[src/rtl/complex_integer_divider_unit.sv]
// complex_integer_divider_unit
// Iterative radix-2 restoring divider for RV32M DIV/DIVU/REM/REMU in the
// complex-integer execution stage. Single-op occupancy: reserved by issue,
// started or cancelled by register read, held until the consumer releases it.
// Optional feature macro: RSD_DIV_EARLY_OUT_EN (divide-by-zero and signed
// overflow skip the iteration loop).
// The consumer-release input is named resultRelease because "release" is a
// reserved word in SystemVerilog.
module complex_integer_divider_unit #(
  parameter int DATA_WIDTH = 32
) (
  input  logic                  clk,
  input  logic                  rst,
  input  logic                  stall,
  input  logic                  reserve,
  input  logic                  req,
  input  logic                  reqFlushed,
  input  logic                  abort,
  input  logic [DATA_WIDTH-1:0] dividend,
  input  logic [DATA_WIDTH-1:0] divisor,
  input  logic                  isSigned,
  input  logic                  isRem,
  input  logic                  resultRelease,
  output logic                  free,
  output logic                  resultValid,
  output logic [DATA_WIDTH-1:0] result
);

  localparam int CNT_WIDTH = $clog2(DATA_WIDTH) + 1;

  typedef enum logic [2:0] {
    FREE,
    RESERVED,
    DIVIDING,
    FIXUP,
    FINISHED
  } state_t;

  state_t                state;
  logic [CNT_WIDTH-1:0]  counter;
  logic [DATA_WIDTH-1:0] part_rem;   // running partial remainder (always < |B|)
  logic [DATA_WIDTH-1:0] quo;        // dividend bits shift out, quotient bits shift in
  logic [DATA_WIDTH-1:0] abs_b;
  logic                  neg_q;
  logic                  neg_r;
  logic                  rem_sel;

  logic [DATA_WIDTH-1:0] abs_a_in;
  logic [DATA_WIDTH-1:0] abs_b_in;
  logic [DATA_WIDTH:0]   shifted;
  logic [DATA_WIDTH:0]   trial;
  logic                  step_ok;
  logic [DATA_WIDTH-1:0] fix_q;
  logic [DATA_WIDTH-1:0] fix_r;
  logic [DATA_WIDTH-1:0] fix_result;

`ifdef RSD_DIV_EARLY_OUT_EN
  logic early_hold;
  logic div_zero;
  logic signed_ovf;

  // Special operands whose result is known without iterating.
  always_comb begin
    div_zero   = (divisor == '0);
    signed_ovf = isSigned && (dividend == {1'b1, {(DATA_WIDTH-1){1'b0}}}) && (divisor == '1);
  end
`endif

  // Operand magnitudes taken at request time.
  always_comb begin
    abs_a_in = (isSigned && dividend[DATA_WIDTH-1]) ? -dividend : dividend;
    abs_b_in = (isSigned && divisor[DATA_WIDTH-1])  ? -divisor  : divisor;
  end

  // One restoring step: shift in the next dividend bit, trial-subtract |B| on a
  // DATA_WIDTH+1-bit value, keep the difference when it is non-negative.
  always_comb begin
    shifted = {part_rem, quo[DATA_WIDTH-1]};
    trial   = shifted - {1'b0, abs_b};
    step_ok = ~trial[DATA_WIDTH];
  end

  // Sign correction and quotient/remainder selection.
  always_comb begin
    fix_q      = neg_q ? -quo : quo;
    fix_r      = neg_r ? -part_rem : part_rem;
    fix_result = rem_sel ? fix_r : fix_q;
  end

  // Control FSM with registered status outputs and the iteration datapath.
  always_ff @(posedge clk) begin
    if (rst) begin
      state       <= FREE;
      free        <= 1'b1;
      resultValid <= 1'b0;
      result      <= '0;
      counter     <= '0;
      part_rem    <= '0;
      quo         <= '0;
      abs_b       <= '0;
      neg_q       <= 1'b0;
      neg_r       <= 1'b0;
      rem_sel     <= 1'b0;
`ifdef RSD_DIV_EARLY_OUT_EN
      early_hold  <= 1'b0;
`endif
    end else begin
      case (state)
        FREE: begin
          if (reserve) begin
            state <= RESERVED;
            free  <= 1'b0;
          end
        end

        RESERVED: begin
          if (reqFlushed) begin
            state <= FREE;
            free  <= 1'b1;
          end else if (req && !stall) begin
            abs_b   <= abs_b_in;
            neg_q   <= isSigned && (dividend[DATA_WIDTH-1] != divisor[DATA_WIDTH-1]) &&
                       (divisor != '0);
            neg_r   <= isSigned && dividend[DATA_WIDTH-1];
            rem_sel <= isRem;
`ifdef RSD_DIV_EARLY_OUT_EN
            if (div_zero || signed_ovf) begin
              // Preload what the full loop would have produced for these operands.
              quo        <= div_zero ? '1 : abs_a_in;
              part_rem   <= div_zero ? abs_a_in : '0;
              counter    <= '0;
              early_hold <= 1'b1;
              state      <= FIXUP;
            end else begin
              quo      <= abs_a_in;
              part_rem <= '0;
              counter  <= CNT_WIDTH'(DATA_WIDTH);
              state    <= DIVIDING;
            end
`else
            quo      <= abs_a_in;
            part_rem <= '0;
            counter  <= CNT_WIDTH'(DATA_WIDTH);
            state    <= DIVIDING;
`endif
          end
        end

        DIVIDING: begin
          if (abort) begin
            state <= FREE;
            free  <= 1'b1;
          end else begin
            part_rem <= step_ok ? trial[DATA_WIDTH-1:0] : shifted[DATA_WIDTH-1:0];
            quo      <= {quo[DATA_WIDTH-2:0], step_ok};
            counter  <= counter - 1'b1;
            if (counter == CNT_WIDTH'(1)) begin
              state <= FIXUP;
            end
          end
        end

        FIXUP: begin
          if (abort) begin
            state <= FREE;
            free  <= 1'b1;
          end
`ifdef RSD_DIV_EARLY_OUT_EN
          // Early-out ops spend one extra cycle here so resultValid lands at E0+2.
          else if (early_hold) begin
            early_hold <= 1'b0;
          end
`endif
          else begin
            result      <= fix_result;
            resultValid <= 1'b1;
            state       <= FINISHED;
          end
        end

        FINISHED: begin
          if (abort || (resultRelease && !stall)) begin
            state       <= FREE;
            free        <= 1'b1;
            resultValid <= 1'b0;
          end
        end

        default: begin
          state       <= FREE;
          free        <= 1'b1;
          resultValid <= 1'b0;
        end
      endcase
    end
  end

`ifndef SYNTHESIS
  // Reserving an occupied unit is an issue-stage protocol error; it is ignored.
  reserve_only_when_free: assert property (@(posedge clk) disable iff (rst)
    reserve |-> (state == FREE));
`endif

endmodule
[config.mk]
export PLATFORM = sky130hd
export DESIGN_NAME = complex_integer_divider_unit
export DESIGN_NICKNAME = d
export VERILOG_FILES = /design/src/rtl/complex_integer_divider_unit.sv
export SDC_FILE = /design/constraint.sdc
export NUM_CORES = 1
export LEC_CHECK = 0
export CORE_ASPECT_RATIO = 1.75
export CORE_UTILIZATION = 40
export DETAILED_ROUTE_END_ITERATION = 7
export PLACE_DENSITY = 0.58
export SLEW_MARGIN = 40
export SYNTH_ARGS = -nofsm -noshare
export SYNTH_HDL_FRONTEND = slang
export SYNTH_SLANG_ARGS = --single-unit
export TNS_END_PERCENT = 50
[constraint.sdc]
create_clock -name clk -period 3.1 [get_ports clk]
set_clock_uncertainty 0.05 [all_clocks]
set_input_delay 0.62 -clock clk [delete_from_list [all_inputs] [get_ports clk]]
set_output_delay 0.62 -clock clk [all_outputs]
set_load 0.01 [all_outputs]
==> flow_metrics.env, run 1 <==
export IMPL_die_w_um=121.1
export IMPL_dp_cells=1816
export IMPL_min_period_ps=3057
export IMPL_min_path_type="reg -> reg"
export IMPL_dieHeight_um=210.4
export IMPL_setup_viol=0
export IMPL_synth_avg_cell_area_um2=7.579
export IMPL_syn_inst=1310
export IMPL_max_stage_delay_ps=540
export IMPL_status="finished clean"
export IMPL_clk_insertion_delay_late_ps=450
export IMPL_rsz0062_at_grt="true"
export IMPL_cp_startpoint="part_rem[2]"
export IMPL_critPathBufInv=0
export IMPL_layout_nets=1644
export IMPL_relSlewSlack=0.5664
export IMPL_cp_arrival_ps=3320
export IMPL_syn_cell_area_mm2=0.009928
export IMPL_path_cells="or4_4 > or4_4 > or4b_4 > or3_4 > o31ai_4 > xor2_1 > nand2_1 > o211ai_1 > a21oi_1"
export IMPL_async_reset_ff_frac=0
export IMPL_synth_ff_type="dfxtp_1"
export IMPL_clock_fmax_mhz=327.1
export IMPL_grt_pass1_vias=10336
export IMPL_use_met3=0.04329
export IMPL_power_density_mw_per_mm2=418.2
export IMPL_p_leak_nw=5.148
export IMPL_coreArea_mm2=0.02421
export IMPL_yosysUniqueCellTypes=64
export IMPL_ys_seq_area_frac=0.2863
export IMPL_synth_edff_count=0
export IMPL_yosysTopAreaCellShare=0.2863
export IMPL_holdPathStages=2
export IMPL_preCtsSetupSlack_ps=-325.7
export IMPL_drt_iter0_drc=645
export IMPL_gr_usage_met1=0.2550
export IMPL_r2r_end="result[29]"
export IMPL_synth_area_leader_cell="dfxtp_1"
export IMPL_drive_above_1_share=0.1710
export IMPL_worst_hold_slack_ps=401.7
export IMPL_grt_max_degree=81
export IMPL_antenna_found_initial=0
export IMPL_synth_seq_cells=142
export IMPL_rrSetupSlack_ps=40
export IMPL_setup_ws_ps=43.29
export IMPL_peakVddDrop_mv=0.4308
export IMPL_start_util=0.4101
export IMPL_vias_per_cell=5.626
export IMPL_io_pins=108
export IMPL_wl_mm=34.10
export IMPL_cts_buffers=17
export IMPL_max_cap_violations=0
export IMPL_num_vias=10419
export IMPL_port_buffers=107
export IMPL_cp_end_kind="register"
export IMPL_cts_tree="done"
export IMPL_power_mw=5.553
export IMPL_r2r_start="part_rem[2]"
export IMPL_final_cell_mix="buf_4 (167), nand2_1 (149), dfxtp_1 (137), a21oi_1 (124), nor2_1 (107)"
export IMPL_slew_violations=0
export IMPL_crit_slowest_cell="or4b_4"
export IMPL_design_die_area_mm2=0.02548
export IMPL_yosysWarnings=0
export IMPL_h_tree_depth=4
export IMPL_gp_congestion=0.9148
export IMPL_cts_root_buf="clkbuf_16"
export IMPL_grt_use_total=0.2727
export IMPL_synth_fp_nets=1423
export IMPL_finalCritPeriodShare=0.9860
export IMPL_final_common_cell="buf_4"
export IMPL_cpLargestDelayFamily="simple AND/OR/NAND/NOR gates"
export IMPL_final_hold_viol_count=0
export IMPL_worstPathMaxFanout=4
export IMPL_start_kind="register"
export IMPL_hold_buffers=0
export IMPL_ant_nets=0
export IMPL_fin_cells=1852
export IMPL_cts_sinks=142
export IMPL_grt_pass1_wl_mm=53.14
export IMPL_drc=0
export IMPL_grt_ovfl_total=0
export IMPL_r2r_cells=9
export IMPL_wl_per_cell_um=18.41
export IMPL_area_growth_pct=33.75
export IMPL_worstMarginPinSlew_ps=649.6
export IMPL_dp_hpwl_mm=26.77
export IMPL_cp_num_cells=9
export IMPL_path_class="reg -> reg"
export IMPL_rows=75
export IMPL_diodes=0
export IMPL_clockBufferDepth=2
export IMPL_clkTransAtPathRegs_ps=60
export IMPL_path_common_cell="or4_4"
export IMPL_synth_area_leaders="dfxtp_1 (29%), xnor2_1 (7.1%), a21oi_1 (6.5%)"
export IMPL_critPathCapture="result[29]"
export IMPL_cp_required_ps=3370
export IMPL_grt_use_met2=0.5367
export IMPL_drt_pre_antenna_iters=7
export IMPL_busiest_layer="met2"
==> synthesized netlist by cell type, drive strengths merged, types with 29 or more instances <==
library cell  count
a22oi            29
dfxtp           142
nor2            110
a211oi           40
clkbuf           74
o21ai            93
xnor2            81
a21oi           128
inv              58
nand2           150
xor2             65
ha               38
==> worst min path at each step <==
stage / end / from / slack [ps]
after CTS: abs_b[28] / abs_b[28] / 410
after detailed placement: abs_b[28] / abs_b[28] / 400
after global routing: result[9] / result[9] / 430
after global placement: abs_b[28] / abs_b[28] / 390
final: abs_b[28] / abs_b[28] / 400
after floorplan: abs_b[15] / abs_b[15] / 380
==> worst min-delay path, cell delays in order (launching register included) <==
cell	delay (ps)
dfxtp_1	310
nand2_1	50
a21oi_1	50
==> cell families after synthesis <==
kind of cell	count (synthesis)	share of synthesized area
DFF	142	0.2863
and+or+nand+nor	400	0.1882
muxes	20	0.02029
buffers and inverters	136	0.05217
xor gates and xnor gates	146	0.1288
AOI/OAI and AO/OA	427	0.2744
adders and majority gates	39	0.04991
==> sequential cells by signal (all words and copies together), names as in the netlist <==
| register | flops |
|---|---|
| abs_b | 32 |
| part_rem | 32 |
| quo | 32 |
| result | 32 |
| counter | 6 |
| state | 3 |
| free | 1 |
| neg_q | 1 |
| neg_r | 1 |
| rem_sel | 1 |
| resultValid | 1 |
==> power breakdown <==
| group | total, mW | switching (mW) | internal, mW |
|---|---|---|---|
| Clock | 2.14 | 0.857 | 1.28 |
| Sequential | 1.89 | 0.0319 | 1.86 |
| Combinational | 1.52 | 0.762 | 0.761 |
==> layer usage <==
layer | vias to the layer above | wire length, um
li1 | 5161 | -
met1 | 4955 | 11980
met2 | 218 | 19300
met3 | 85 | 904
met4 | 0 | 1914
met5 | - | 0
==> per-stage QoR <==
stage / utilization / setup TNS (ps) / instance area (um^2)
after floorplan: - / -383.2 / 9933
after global placement: 0.5137 / -3712 / 12440
after detailed placement: 0.5137 / -6011 / 12440
after CTS: 0.5424 / 0 / 13130
after global routing: 0.5485 / -203.7 / 13280
final: 0.5485 / 0 / 13280
==> repair_timing <==
action | CTS | global route
pin swaps | 5 | 9
setup buffers | 0 | 3
setup endpoints to repair | 38 | 42
gates resized for setup | 20 | 24
endpoints found under the hold margin | 0 | 0
cloned | 0 | 1
==> layout make-up <==
class | instances | area (um^2)
fill | 2405 | 10930
tap | 308 | 385.4
inverter | 58 | 217.7
clock buffer | 18 | 439.2
clock inverter | 14 | 166.4
timing repair buffer | 280 | 2451
multi-input combinational | 1032 | 6770
sequential | 142 | 2849
Power figures use the tool's default switching activity.
==> inputs of run 2 (changes only) <==
--- a/config.mk
+++ b/config.mk
@@ -6,7 +6,9 @@
 export NUM_CORES = 1
 export LEC_CHECK = 0
 export CORE_ASPECT_RATIO = 1.75
+export CORE_MARGIN = 8
 export CORE_UTILIZATION = 40
+export CTS_CLUSTER_DIAMETER = 100
 export DETAILED_ROUTE_END_ITERATION = 7
 export PLACE_DENSITY = 0.58
 export SLEW_MARGIN = 40
==> flow_metrics.env, run 2 (synthesis results as in run 1) <==
export IMPL_diodes=0
export IMPL_wl_per_cell_um=18.13
export IMPL_preCtsSetupSlack_ps=-407.9
export IMPL_grt_use_total=0.2231
export IMPL_setup_ws_ps=-18.36
export IMPL_status="complete, but fails checks"
export IMPL_slew_violations=0
export IMPL_cp_startpoint="part_rem[2]"
export IMPL_r2r_cells=9
export IMPL_use_met3=0.03642
export IMPL_r2r_end="result[30]"
export IMPL_drive_above_1_share=0.1826
export IMPL_cts_root_buf="clkbuf_16"
export IMPL_worstMarginPinSlew_ps=871.7
export IMPL_power_density_mw_per_mm2=421.1
export IMPL_num_vias=10402
export IMPL_clkTransAtPathRegs_ps=70
export IMPL_relSlewSlack=0.4181
export IMPL_cp_end_kind="register"
export IMPL_grt_ovfl_total=0
export IMPL_gr_usage_met1=0.2147
export IMPL_min_period_ps=3118
export IMPL_r2r_start="part_rem[2]"
export IMPL_h_tree_depth=4
export IMPL_rsz0062_at_grt="true"
export IMPL_finalCritPeriodShare=1.006
export IMPL_vias_per_cell=5.572
export IMPL_grt_pass1_wl_mm=53.56
export IMPL_cts_tree="done"
export IMPL_clk_insertion_delay_late_ps=450
export IMPL_cts_buffers=17
export IMPL_final_common_cell="buf_4"
export IMPL_peakVddDrop_mv=0.4356
export IMPL_drt_pre_antenna_iters=5
export IMPL_start_kind="register"
export IMPL_die_w_um=135.1
export IMPL_gp_congestion=0.8978
export IMPL_area_growth_pct=35.70
export IMPL_grt_max_degree=81
export IMPL_coreArea_mm2=0.02453
export IMPL_setup_viol=1
export IMPL_ant_nets=0
export IMPL_drt_iter0_drc=573
export IMPL_fin_util=0.5492
export IMPL_io_pins=108
export IMPL_port_buffers=107
export IMPL_design_die_area_mm2=0.03032
export IMPL_clockBufferDepth=2
export IMPL_final_cell_mix="buf_4 (178), nand2_1 (150), dfxtp_1 (137), a21oi_1 (125), nor2_1 (107)"
export IMPL_final_hold_viol_count=0
export IMPL_cp_required_ps=3440
export IMPL_critPathCapture="result[30]"
export IMPL_min_path_type="reg -> reg"
export IMPL_antenna_found_initial=0
export IMPL_clock_fmax_mhz=320.7
export IMPL_place_area_mm2=0.01250
export IMPL_rows=76
export IMPL_dp_hpwl_mm=26.51
export IMPL_rrSetupSlack_ps=-20
export IMPL_cp_arrival_ps=3460
export IMPL_p_leak_nw=5.232
export IMPL_dieHeight_um=224.4
export IMPL_max_cap_violations=0
export IMPL_hold_buffers=0
export IMPL_grt_use_met2=0.4300
export IMPL_fin_area_mm2=0.01347
export IMPL_drc=0
export IMPL_wl_mm=33.84
export IMPL_cts_sinks=142
export IMPL_grt_pass1_vias=10333
export IMPL_tns_ps=-18.36
export IMPL_violations="negative setup slack"
export IMPL_path_class="reg -> reg"
export IMPL_worstPathMaxFanout=4
export IMPL_start_util=0.4047
export IMPL_busiest_layer="met2"
export IMPL_layout_nets=1657
==> run 2: area by class of cell <==
type	instances	area, um^2
clock buffer	19	452.9
sequential	142	2849
inverter	58	217.7
clock inverter	11	166.4
timing repair buffer	293	2562
tap	312	390.4
fill	2416	11060
multi-input combinational	1032	6834
==> run 2: timing repair <==
action	4_1_cts	5_1_grt
gates resized for setup	15	46
pin swaps	3	13
endpoints found under the setup margin	36	40
gates cloned	1	0
buffers inserted	3	5
==> run 2: how the worst min path moves through the flow <==
stage	end	cells after the start	from	slack, ps
final	abs_b[28]	2	abs_b[28]	400
after detailed placement	result[16]	2	result[16]	400
after global placement	abs_b[28]	2	abs_b[28]	390
after global routing	abs_b[28]	2	abs_b[28]	420
after floorplan	abs_b[15]	2	abs_b[15]	380
after CTS	abs_b[15]	2	abs_b[15]	400
==> run 2: power breakdown <==
group | leakage (nW) | total, mW | internal [mW] | switching, mW
clock | 0.297 | 2.21 | 1.37 | 0.832
sequential | 1.15 | 1.89 | 1.86 | 0.0323
combinational | 3.79 | 1.58 | 0.802 | 0.776
total | 5.23 | 5.67 | 4.03 | 1.64
==> run 2: through the flow <==
stage               hold slack (ps)  instances  total power [mW]
floorplan                     381.9       1310             2.740
global placement              389.4       1828             3.310
detailed placement            397.0       1828             3.316
CTS                           403.9       1862             5.632
global route                  416.9       1867             5.904
finish                        400.8       1867             5.674
==> run 2: routing by layer <==
metal | routed length (um) | vias to the layer above
li1 | - | 5179
met1 | 12240 | 4890
met2 | 18830 | 252
met3 | 1176 | 81
met4 | 1586 | 0
met5 | 0 | -
==> run 2: critical path, cell delays in order (launching register included) <==
cell,delay [ps]
dfxtp_2,320
or4_4,550
or4_4,450
or3_4,360
nand2b_4,200
or4_4,420
o21ai_2,140
xnor2_1,90
or4_4,420
o21ai_2,60
==> inputs of run 3 (changes only) <==
--- a/config.mk
+++ b/config.mk
@@ -5,12 +5,13 @@
 export SDC_FILE = /design/constraint.sdc
 export NUM_CORES = 1
 export LEC_CHECK = 0
+export ABC_AREA = 1
 export CORE_ASPECT_RATIO = 1.75
 export CORE_MARGIN = 8
 export CORE_UTILIZATION = 40
 export CTS_CLUSTER_DIAMETER = 100
 export DETAILED_ROUTE_END_ITERATION = 7
-export PLACE_DENSITY = 0.58
+export PLACE_DENSITY = 0.57
 export SLEW_MARGIN = 40
 export SYNTH_ARGS = -nofsm -noshare
 export SYNTH_HDL_FRONTEND = slang
==> flow_metrics.env, run 3 <==
export IMPL_synth_ff_type="dfxtp_1"
export IMPL_worstPathMaxFanout=9
export IMPL_final_cell_mix="nand2_1 (543), inv_1 (327), nand3_1 (220), nor2_1 (205), dfxtp_1 (142)"
export IMPL_cp_end_kind="register"
export IMPL_diodes=0
export IMPL_dp_cells=2596
export IMPL_synth_edff_count=0
export IMPL_layout_nets=2332
export IMPL_syn_inst=2130
export IMPL_grt_pass1_vias=13635
export IMPL_yosysWarnings=0
export IMPL_drt_iter0_drc=866
export IMPL_max_cap_violations=0
export IMPL_path_common_cell="nand2_4"
export IMPL_vias_per_cell=5.253
export IMPL_setup_ws_ps=265.2
export IMPL_drc=0
export IMPL_yosysTopAreaCellShare=0.2252
export IMPL_start_util=0.4032
export IMPL_clock_fmax_mhz=352.8
export IMPL_fillerInstances=3398
export IMPL_dp_hpwl_mm=42.59
export IMPL_grt_ovfl_total=0
export IMPL_synth_common_cells="nand2_1 (543), inv_1 (327), nand3_1 (220)"
export IMPL_fin_area_mm2=0.01477
export IMPL_min_period_ps=2835
export IMPL_synth_area_leaders="dfxtp_1 (23%), nand2_1 (16%), inv_1 (9.7%)"
export IMPL_dieHeight_um=251.0
export IMPL_cts_resized_gates=0
export IMPL_syn_cell_area_mm2=0.01263
export IMPL_io_pins=108
export IMPL_status="finished clean"
export IMPL_yosysUniqueCellTypes=48
export IMPL_drt_pre_antenna_iters=7
export IMPL_ys_seq_area_frac=0.2252
export IMPL_area_growth_pct=16.95
export IMPL_worstMarginPinSlew_ps=668.4
export IMPL_power_mw=6.355
export IMPL_p_leak_nw=7.063
export IMPL_design_die_area_mm2=0.03773
export IMPL_relSlewSlack=0.5539
export IMPL_final_hold_viol_count=0
export IMPL_power_density_mw_per_mm2=430.4
export IMPL_preCtsSetupSlack_ps=194.1
export IMPL_slew_violations=0
export IMPL_gp_congestion=0.9306
export IMPL_drive_above_1_share=0.08647
export IMPL_synth_area_leader_cell="dfxtp_1"
export IMPL_wl_mm=51.07
export IMPL_tns_ps=0
export IMPL_final_common_cell="nand2_1"
export IMPL_cts_sinks=142
export IMPL_grt_use_total=0.2741
export IMPL_ant_nets=0
export IMPL_grt_pass1_wl_mm=78.21
export IMPL_cp_arrival_ps=3100
export IMPL_cts_tree="done"
export IMPL_cts_setup_buffers=0
export IMPL_hold_buffers=0
export IMPL_place_area_mm2=0.01419
export IMPL_min_path_type="reg -> reg"
export IMPL_clkTransAtPathRegs_ps=70
export IMPL_max_stage_delay_ps=430
export IMPL_h_tree_depth=4
export IMPL_start_kind="register"
export IMPL_wl_per_cell_um=19.43
export IMPL_rows=86
export IMPL_synth_avg_cell_area_um2=5.928
export IMPL_cp_required_ps=3370
export IMPL_cpLargestDelayFamily="simple AND/OR/NAND/NOR gates"
export IMPL_yosysMostFrequentCell="nand2_1"
export IMPL_async_reset_ff_frac=0
export IMPL_port_buffers=107
export IMPL_crit_slowest_cell="fa_1"
export IMPL_setup_viol=0
export IMPL_antenna_found_initial=0
export IMPL_synth_fp_nets=2243
export IMPL_peakVddDrop_mv=0.4332
export IMPL_die_w_um=150.3
export IMPL_cts_buffers=17
export IMPL_critPathBufInv=3
export IMPL_cts_root_buf="clkbuf_16"
export IMPL_rsz0062_at_grt="false"
export IMPL_path_cells="inv_1 > ha_1 > fa_1 > inv_1 > nand2_1 > nand2_1 > nand3_2 > nand2_4 > nand2_4 > nand2_4 > nand2_4 > nand2_2 > nand2_4 > nand2_4 > buf_4 > nand2_1 > nand3_1 > a21oi_1"
export IMPL_path_class="reg -> reg"
export IMPL_num_vias=13806
export IMPL_fin_cells=2628
export IMPL_coreArea_mm2=0.03131
export IMPL_finalCritPeriodShare=0.9145
export IMPL_grt_max_degree=76
export IMPL_clk_insertion_delay_late_ps=440
export IMPL_synth_seq_cells=142
export IMPL_clockBufferDepth=2
## run 3: area by class of cell
class | instances | area (um^2) | area share
well taps | 396 | 495.5 | 0.03356
flip-flops and latches | 142 | 2843 | 0.1925
repair buffers | 147 | 1448 | 0.09804
clock buffers | 18 | 439.2 | 0.02974
clock inverters | 14 | 135.1 | 0.009152
multi-input cells | 1565 | 8107 | 0.5490
inverters | 346 | 1299 | 0.08796
## run 3: worst register-to-register path: stages, from the launching register on
cell     delay [ps]
dfxtp_1         410
inv_1           130
ha_1            250
fa_1            430
inv_1           120
nand2_1          60
nand2_1          90
nand3_2          90
nand2_4         110
nand2_4          50
nand2_4          70
nand2_4          60
nand2_2         110
nand2_4         110
nand2_4         100
buf_4           270
nand2_1         100
nand3_1          70
a21oi_1          60
## run 3: kinds of logic (layout without fill, tap and decap cells)
family,count (synthesis),after routing,share of synthesized area
DFF,142,142,0.2252
xor gates and xnor gates,50,50,0.03468
and+or+nand+nor,1126,1126,0.4050
AOI/OAI and AO/OA,350,350,0.1616
adders and majority gates,39,39,0.03924
buffers and inverters,423,525,0.1343
## run 3: where the power goes
group          switching [mW]  internal (mW)
Clock                   0.904           1.14
Combinational            1.63          0.781
Sequential             0.0401           1.86
## run 3: layer usage
metal	vias to the layer above	global-route usage	routed length, um
met5	-	0	0
met4	0	0.2048	4079
met3	139	0.03061	1465
met2	362	0.5197	27620
met1	6264	0.2618	17910
li1	7041	-	-
## run 3: worst paths after layout
kind	start	endpoint	slack, ps	depth (start not counted)
setup reg to reg	quo[31]	part_rem[31]	270	18
hold reg to reg	free	free	410	2
hold / removal	free	free	410	2
setup / recovery	quo[31]	part_rem[31]	270	18
## run 3: through the flow
step                        util  hold slack (ps)
after floorplan                -            396.9
after global placement    0.4531            395.1
after detailed placement  0.4531            400.7
after CTS                 0.4714            417.3
after global routing      0.4716            459.7
final                     0.4716            410.0
